===== src/rtl/mem_responder_pkg.sv =====
// Shared definitions for the memory-side bus responder: region codes, FSM states, defaults.
package mem_responder_pkg;

   localparam int unsigned DefDataW      = 16;
   localparam int unsigned DefAddrW      = 8;
   localparam int unsigned DefRamDepth   = 64;
   localparam int unsigned MaxWaitStates = 15;
   localparam int unsigned WaitCntW      = 4;

   // Address region, taken from the two most significant address bits.
   typedef enum logic [1:0] {
      RegRam = 2'b00,
      RegLed = 2'b01,
      RegSw  = 2'b10,
      RegBad = 2'b11
   } region_e;

   // Access sequencing states.
   typedef enum logic [1:0] {
      StIdle   = 2'b00,
      StWait   = 2'b01,
      StAccess = 2'b10,
      StResp   = 2'b11
   } state_e;

   function automatic region_e region_of(input logic [1:0] sel);
      return region_e'(sel);
   endfunction

endpackage


===== src/rtl/mem_responder_ram_sync.sv =====
// Single-port RAM: synchronous write, registered one-cycle read. Contents are never reset.
module mem_responder_ram_sync #(
   parameter int unsigned DataW = 16,
   parameter int unsigned Depth = 64,
   parameter int unsigned IdxW  = $clog2(Depth)
) (
   input  logic             clk_i,
   input  logic             we_i,
   input  logic             re_i,
   input  logic [IdxW-1:0]  addr_i,
   input  logic [DataW-1:0] wdata_i,
   output logic [DataW-1:0] rdata_o
);

   logic [DataW-1:0] mem_q [Depth];
   logic [DataW-1:0] rdata_q;

   // Write port and registered read port share the same address.
   always_ff @(posedge clk_i) begin
      if (we_i) begin
         mem_q[addr_i] <= wdata_i;
      end
      if (re_i) begin
         rdata_q <= mem_q[addr_i];
      end
   end

   assign rdata_o = rdata_q;

endmodule


===== src/rtl/mem_responder.sv =====
// Memory-side responder: decodes bus accesses into RAM, LED register and synchronised
// switches, with optional wait states and a one-cycle ready handshake.
module mem_responder
   import mem_responder_pkg::*;
#(
   parameter int unsigned DataW      = DefDataW,
   parameter int unsigned AddrW      = DefAddrW,
   parameter int unsigned RamDepth   = DefRamDepth,
   parameter int unsigned WaitStates = 0
) (
   input  logic             clock_i,
   input  logic             reset_i,
   input  logic             req_i,
   input  logic             w_d_i,
   input  logic [AddrW-1:0] addr_i,
   input  logic [DataW-1:0] dout_i,
   input  logic [DataW-1:0] sw_i,
   output logic [DataW-1:0] din_o,
   output logic             ready_o,
   output logic             busy_o,
   output logic [DataW-1:0] ledr_o,
   output logic             bad_addr_o
);

   localparam int unsigned RamIdxW = $clog2(RamDepth);
   localparam logic [WaitCntW-1:0] WaitLast = WaitCntW'(WaitStates - 1);

   state_e                state_q, state_d;
   logic [WaitCntW-1:0]   wait_cnt_q, wait_cnt_d;

   logic                  wr_q;
   logic [AddrW-1:0]      addr_q;
   logic [DataW-1:0]      wdata_q;

   logic [DataW-1:0]      sw_meta_q, sw_sync_q;
   logic [DataW-1:0]      ledr_q;
   logic                  bad_q;
   logic [DataW-1:0]      rsp_q;
   logic [DataW-1:0]      din_q, din_d;

   region_e               region;
   logic                  accept;
   logic                  in_access;
   logic                  ram_we, ram_re;
   logic [DataW-1:0]      ram_rdata;

   assign region = region_of(addr_q[AddrW-1 -: 2]);

   // Next-state logic: accept in idle, count wait states, one access cycle, one response cycle.
   always_comb begin
      state_d    = state_q;
      wait_cnt_d = wait_cnt_q;
      accept     = 1'b0;
      in_access  = 1'b0;
      unique case (state_q)
         StIdle: begin
            if (req_i) begin
               accept  = 1'b1;
               state_d = (WaitStates > 0) ? StWait : StAccess;
            end
         end
         StWait: begin
            if (wait_cnt_q == WaitLast) begin
               wait_cnt_d = '0;
               state_d    = StAccess;
            end else begin
               wait_cnt_d = wait_cnt_q + 1'b1;
            end
         end
         StAccess: begin
            in_access = 1'b1;
            state_d   = StResp;
         end
         StResp: begin
            state_d = StIdle;
         end
         default: begin
            state_d = StIdle;
         end
      endcase
   end

   // State register and wait counter.
   always_ff @(posedge clock_i) begin
      if (reset_i) begin
         state_q    <= StIdle;
         wait_cnt_q <= '0;
      end else begin
         state_q    <= state_d;
         wait_cnt_q <= wait_cnt_d;
      end
   end

   // Capture the request; later req pulses are ignored until back in idle.
   always_ff @(posedge clock_i) begin
      if (reset_i) begin
         wr_q    <= 1'b0;
         addr_q  <= '0;
         wdata_q <= '0;
      end else if (accept) begin
         wr_q    <= w_d_i;
         addr_q  <= addr_i;
         wdata_q <= dout_i;
      end
   end

   // Two-flop synchroniser for the asynchronous switch inputs.
   always_ff @(posedge clock_i) begin
      if (reset_i) begin
         sw_meta_q <= '0;
         sw_sync_q <= '0;
      end else begin
         sw_meta_q <= sw_i;
         sw_sync_q <= sw_meta_q;
      end
   end

   // RAM strobes only in the access cycle; reset in that cycle suppresses the write.
   assign ram_we = in_access & wr_q & (region == RegRam) & ~reset_i;
   assign ram_re = in_access & ~wr_q & (region == RegRam);

   mem_responder_ram_sync #(
      .DataW (DataW),
      .Depth (RamDepth),
      .IdxW  (RamIdxW)
   ) u_ram (
      .clk_i   (clock_i),
      .we_i    (ram_we),
      .re_i    (ram_re),
      .addr_i  (addr_q[RamIdxW-1:0]),
      .wdata_i (wdata_q),
      .rdata_o (ram_rdata)
   );

   // Access-cycle side effects: LED write, sticky bad-address flag, non-RAM read data.
   always_ff @(posedge clock_i) begin
      if (reset_i) begin
         ledr_q <= '0;
         bad_q  <= 1'b0;
         rsp_q  <= '0;
      end else if (in_access) begin
         if (wr_q && (region == RegLed)) begin
            ledr_q <= wdata_q;
         end
         if (region == RegBad) begin
            bad_q <= 1'b1;
         end
         unique case (region)
            RegLed:  rsp_q <= ledr_q;
            RegSw:   rsp_q <= sw_sync_q;
            default: rsp_q <= '0;
         endcase
      end
   end

   // Read data appears with ready (RAM data arrives on that same edge) and is then held.
   always_comb begin
      din_d = din_q;
      if ((state_q == StResp) && !wr_q) begin
         din_d = (region == RegRam) ? ram_rdata : rsp_q;
      end
   end

   // Holding register for the last completed read.
   always_ff @(posedge clock_i) begin
      if (reset_i) begin
         din_q <= '0;
      end else begin
         din_q <= din_d;
      end
   end

   assign din_o      = din_d;
   assign ready_o    = (state_q == StResp);
   assign busy_o     = (state_q != StIdle);
   assign ledr_o     = ledr_q;
   assign bad_addr_o = bad_q;

endmodule


===== config.mk =====
export PLATFORM = sky130hd
export DESIGN_NAME = mem_responder
export DESIGN_NICKNAME = d
export VERILOG_FILES = /design/src/rtl/mem_responder_pkg.sv /design/src/rtl/mem_responder_ram_sync.sv /design/src/rtl/mem_responder.sv
export SDC_FILE = /design/constraint.sdc
export NUM_CORES = 1
export LEC_CHECK = 0
export BUFFER_PORTS_ARGS = -buffer_cell sky130_fd_sc_hd__buf_2
export CAP_MARGIN = 10
export CORE_UTILIZATION = 30
export CTS_CLUSTER_SIZE = 40
export DETAILED_ROUTE_END_ITERATION = 10
export PLACE_DENSITY_LB_ADDON = 0.1
export SLEW_MARGIN = 25
export SYNTH_ARGS = -nofsm -noshare
export SYNTH_HDL_FRONTEND = slang
export SYNTH_SLANG_ARGS = --single-unit

===== constraint.sdc =====
create_clock -name clock_i -period 4 [get_ports clock_i]
set_input_delay 1 -clock clock_i [delete_from_list [all_inputs] [get_ports clock_i]]
set_output_delay 1 -clock clock_i [all_outputs]
set_load 0.02 [all_outputs]

==> flow_summary.json, run 1 <==
{
  "relSlewSlack": 0.2816,
  "fin_crit_sh": 0.9191,
  "required_ns": 3.00,
  "syn_area_um2": 43860,
  "cts_max_level": 4,
  "clk_pin_slew_worst_paths_ns": 0.06,
  "grt_pass1_vias": 26609,
  "start_util": 0.3039,
  "dr.pass1.iters": 7,
  "leakage_nw": 17.21,
  "clk_latency_ns": 0.77,
  "syn-instance-count": 2729,
  "nNetsFinal": 3004,
  "fmax_ghz": 0.2720,
  "worst_slack_ns": 0.3235,
  "seqCellArea_um2": 33520,
  "place.gp.congestion": 0.8627,
  "coreArea_um2": 144400,
  "ys_seq_area_frac": 0.7631,
  "drtAntennaViolNets": 0,
  "postRouteWirelength_um": 151100,
  "postCtsHoldBufs": 0,
  "layout-drive-gt1-share": 0.2030,
  "yosysMostFrequentCell": "edfxtp_1",
  "yosysWarnings": 0,
  "die_area_um2": 147700,
  "crit_arrival_ns": 2.68,
  "synth_area_leader_cell": "edfxtp_1",
  "grt_pass1_wl_um": 210500,
  "status": "complete, no violations",
  "viasPerCell": 5.371,
  "ys_ff_latch": 1152,
  "route.detailed.wl_per_inst_um": 30.50,
  "syn2layout_area_growth_pct": 18.03,
  "fp.dieW_um": 384.4,
  "drt_iter0_markers": 2619,
  "numClockSinks": 1152,
  "post-place-ws_ns": 0.4056,
  "max_slew.worst_pin.slew_ns": 1.066,
  "multi_input_area_um2": 9534,
  "ys_types": 57,
  "fillCellCount": 13697,
  "holdCritPathClass": "reg2reg",
  "period_needed_ns": 3.677,
  "num_io_pins": 79,
  "antenna_found_initial": 7,
  "start_kind": "flip-flop",
  "cp-end-kind": "output port",
  "drcViolationCount": 0,
  "synthArstFlopShare": 0,
  "synth_top_area_share": 0.7120,
  "synthTopCellsByCount": "edfxtp_1, a22oi_1, a221oi_1, nor2_1, nand2_1",
  "cap_violations": 0,
  "cts_tree": "yes",
  "numCtsBuffers": 134,
  "setup_viol_count_final": 0,
  "io_buffers": 78,
  "synth_edf_count": 1040,
  "vias": 26609,
  "rows": 139,
  "criticalPathCategory": "reg2out",
  "clockBufferDepth": 3,
  "die_y_um": 384.4,
  "final_core_util": 0.3586,
  "hold_viol_final": 0,
  "grt_overflow": 0,
  "timing.hold.ws_ns": 0.4440,
  "rsz0062_at_grt": "no",
  "ys.flop_type": "edfxtp_1",
  "syn_area_per_cell_um2": 16.07,
  "synth_fp_nets": 2778,
  "slew_viol_final": 0,
  "vdd_drop_max_mv": 0.4015,
  "track_usage": 0.2035,
  "grt_max_degree": 84,
  "post_cts_buffers": 0,
  "ctsRootBufferMaster": "clkbuf_16",
  "cts.repair.resized": 0,
  "ys_top_cells_by_area": "edfxtp_1, dfxtp_1, a22oi_1",
  "total_power_mw": 26.68,
  "p_per_area_nw_per_um2": 515.3,
  "hpwl_um": 95870,
  "placed_cell_area_um2": 47660,
  "crit_path_max_fanout": 32,
  "fin_area_um2": 51770,
  "finClkSkew_ns": 0.02963
}
[worst max-delay path: stages (launching register included)]
cell      delay (ns)
dfxtp_1         0.41
and2_1          0.25
nand2b_1        0.53
o21ai_0         0.48
buf_2           0.23
[report_power, final]
group          internal (mW)  switching, mW  leakage, nW
clock                   6.61           4.91         1.96
combinational          0.514           1.16         4.30
sequential              13.2          0.253         10.9
total                   20.4           6.32         17.2
[cells in the final DEF (no fill, tap or decap), types with 8 or more instances in the layout]
master / instances
a21oi_1: 137
a221oi_1: 159
a22o_1: 39
a22oi_1: 196
a31oi_1: 17
buf_12: 19
buf_2: 81
buf_4: 189
clkbuf_1: 28
clkbuf_16: 134
clkinv_1: 28
clkinv_2: 15
dfxtp_1: 93
dfxtp_2: 8
dfxtp_4: 11
edfxtp_1: 1040
mux2_2: 83
mux2i_1: 50
mux4_2: 22
nand2_1: 148
nand3_1: 11
nand4_1: 13
nor2_1: 154
nor2b_1: 51
nor3_1: 20
o21ai_0: 80
o221ai_1: 14
o22ai_1: 67
or2_1: 8
[cell families after synthesis]
group	after synthesis	synth area share
flops	1152	0.7631
xor+xnor	1	0.0001997
compound gates	753	0.1214
mux	158	0.04487
buf+inv	206	0.02196
fa+ha+maj	5	0.001426
simple gates	454	0.04701
[path summary, 6_finish.rpt]
kind	startpoint	to	slack, ns	cells after the start
max reg2reg	addr_q[2]	u_ram.rdata_o[9]	0.36	7
min	sw_meta_q[9]	sw_sync_q[9]	0.44	1
min reg2reg	sw_meta_q[9]	sw_sync_q[9]	0.44	1
max	state_q[1]	din_o[11]	0.32	4
[through the flow]
stage                     TNS, ns  cells
after floorplan                 0   2729
after global placement    -0.3696   4714
final                           0   4954
after global routing            0   4953
after CTS                       0   4951
after detailed placement        0   4720
[final cells by class]
class,instances,share of cell area
Antenna cell,1,0.00004834
Clock buffer,162,0.06680
Clock inverter,69,0.01146
Inverter,5,0.0003625
Multi-Input combinational cell,1371,0.1842
Sequential cell,1152,0.6475
Tap cell,1903,0.04599
Timing Repair Buffer,291,0.04365
[flip-flops by register name, indices dropped and copies added (netlist names), 2 cells and up]
| signal | flops |
|---|---|
| addr_q | 8 |
| din_q | 16 |
| ledr_o | 16 |
| rsp_q | 16 |
| state_q | 2 |
| sw_meta_q | 16 |
| sw_sync_q | 16 |
| u_ram.mem_q | 1024 |
| u_ram.rdata_o | 16 |
| wait_cnt_q | 4 |
| wdata_q | 16 |
[metal layers]
layer,track usage,wire [um],vias to the layer above
li1,-,-,11440
met1,0.2780,66480,14010
met2,0.3329,72240,957
met3,0.03242,8698,200
met4,0.05850,3667,2
met5,0,14,-
No activity file was read; power rests on OpenSTA's default activity.
==> inputs of run 2 (changes only) <==
==> constraint.sdc (replaced) <==
create_clock -name clock_i -period 4 [get_ports clock_i]
set_input_delay 0.8 -clock clock_i [delete_from_list [all_inputs] [get_ports clock_i]]
set_output_delay 0.8 -clock clock_i [all_outputs]
set_load 0.02 [all_outputs]
==> run 2 against run 1 <==
Utilization fell by 0.066 points. Register-to-register slack lost 0.05 ns. Clock-buffer cell count rose by 14. Cell count down 0.14%. Sequential share of layout area grew 0.11 points. Via count down 0.57%. Clock power about the same. Critical endpoint is now u_ram.rdata_o[9].
==> flow_summary.json, run 2 (synthesis results as in run 1) <==
{
  "numCtsBuffers": 132,
  "coreArea_um2": 144400,
  "hold_viol_final": 0,
  "setup_viol_count_final": 0,
  "total_power_mw": 26.58,
  "fmax_ghz": 0.2712,
  "syn2layout_area_growth_pct": 17.81,
  "grt_max_degree": 69,
  "vdd_drop_max_mv": 0.2505,
  "fin_area_um2": 51680,
  "route.detailed.wl_per_inst_um": 30.43,
  "fin_crit_sh": 0.9217,
  "leakage_nw": 17.17,
  "timing.hold.ws_ns": 0.2579,
  "drcViolationCount": 0,
  "period_needed_ns": 3.687,
  "cap_violations": 0,
  "finClkSkew_ns": 0.03310,
  "regMostFlops": "u_ram.mem_q",
  "antenna_found_initial": 1,
  "postRouteWirelength_um": 150500,
  "drtAntennaViolNets": 0,
  "place.gp.congestion": 0.8484,
  "rows": 139,
  "status": "complete, no violations",
  "io_buffers": 78,
  "layout_commonest_cell": "edfxtp_1",
  "slew_viol_final": 0,
  "vias": 26457,
  "viasPerCell": 5.348,
  "num_io_pins": 79,
  "relSlewSlack": 0.2311,
  "largest_reg_flops": 1024,
  "clk_pin_slew_worst_paths_ns": 0.06,
  "cts.repair.resized": 0,
  "die_area_um2": 147700,
  "numClockSinks": 1152,
  "criticalPathCategory": "reg2reg",
  "grt_pass1_wl_um": 210000,
  "path_delay_family": "compound AO/OA/AOI/OAI gates",
  "postCtsHoldBufs": 0,
  "crit_arrival_ns": 4.19,
  "cpPeakStageDelay_ns": 0.76,
  "start_util": 0.3039,
  "die_y_um": 384.4,
  "dr.pass1.iters": 7,
  "grt_pass1_vias": 26550,
  "required_ns": 4.51,
  "layout-drive-gt1-share": 0.1995,
  "clk_latency_ns": 0.77,
  "rsz0062_at_grt": "no",
  "final.setup.tns_ns": 0,
  "placed_cell_area_um2": 47560,
  "path_buf_inv": 1,
  "max_slew.worst_pin.slew_ns": 1.151,
  "track_usage": 0.2024,
  "crit_path_max_fanout": 54,
  "clockBufferDepth": 3,
  "cpMaxStageDelayCell": "o21ai_0",
  "crit_chain": "buf_12 > mux2_2 > a221oi_1 > a21oi_1 > o21ai_0 > nand4_1 > or2_1",
  "post_cts_buffers": 0,
  "drt_iter0_markers": 2680,
  "ctsRootBufferMaster": "clkbuf_16",
  "nNetsFinal": 2991,
  "grt_overflow": 0,
  "most-common-layout-cells": "edfxtp_1, a22oi_1, buf_4",
  "hpwl_um": 95650,
  "start_kind": "flip-flop",
  "cts_tree": "yes",
  "cp-end-kind": "flip-flop",
  "holdCritPathClass": "in2reg",
  "fp.dieW_um": 384.4,
  "p_per_area_nw_per_um2": 514.4,
  "cts_max_level": 4
}
run 2: cell count changes in the layout (fill, tap and decap cells not counted), sizes merged:
cell	change
clkbuf	+14
buf	-11
bufinv	-3
clkinvlp	-3
inv	-3
clkinv	-1
run 2: per-stage QoR:
| stage | setup WS, ns | util | instances |
|---|---|---|---|
| floorplan | 1.122 | - | 2729 |
| global placement | 0.09210 | 0.3291 | 4706 |
| detailed placement | 0.4301 | 0.3295 | 4708 |
| CTS | 0.4285 | 0.3574 | 4943 |
| global route | 0.2917 | 0.3580 | 4946 |
| finish | 0.3133 | 0.3580 | 4947 |
run 2: where the power goes:
group	switching (mW)	leakage (nW)	internal, mW	total [mW]
clock	4.85	1.97	6.58	11.4
combinational	1.17	4.26	0.516	1.69
sequential	0.238	10.9	13.2	13.5
run 2: layout make-up:
type	instances	area, um2
diodes	1	2.502
flip-flops and latches	1152	33520
clock buffers	176	3598
repair buffers	280	2185
multi-input cells	1371	9533
inverters	5	18.77
clock inverters	59	436.7
fillers	13687	92680
well taps	1903	2381
run 2: routing by layer:
metal / vias up / wire length (um) / global-route usage
met5: - / 0 / 0
met4: 0 / 3056 / 0.05034
met3: 173 / 8067 / 0.03264
met2: 849 / 72420 / 0.3337
met1: 14028 / 66980 / 0.2773
li1: 11407 / - / -
run 2: path summary, 6_finish.rpt:
kind | cells past startpoint | to | slack, ns | start
max | 7 | u_ram.rdata_o[9] | 0.31 | addr_q[2]
min | 2 | sw_meta_q[5] | 0.26 | sw_i[5]
max reg2reg | 7 | u_ram.rdata_o[9] | 0.31 | addr_q[2]
min reg2reg | 1 | sw_sync_q[10] | 0.44 | sw_meta_q[10]
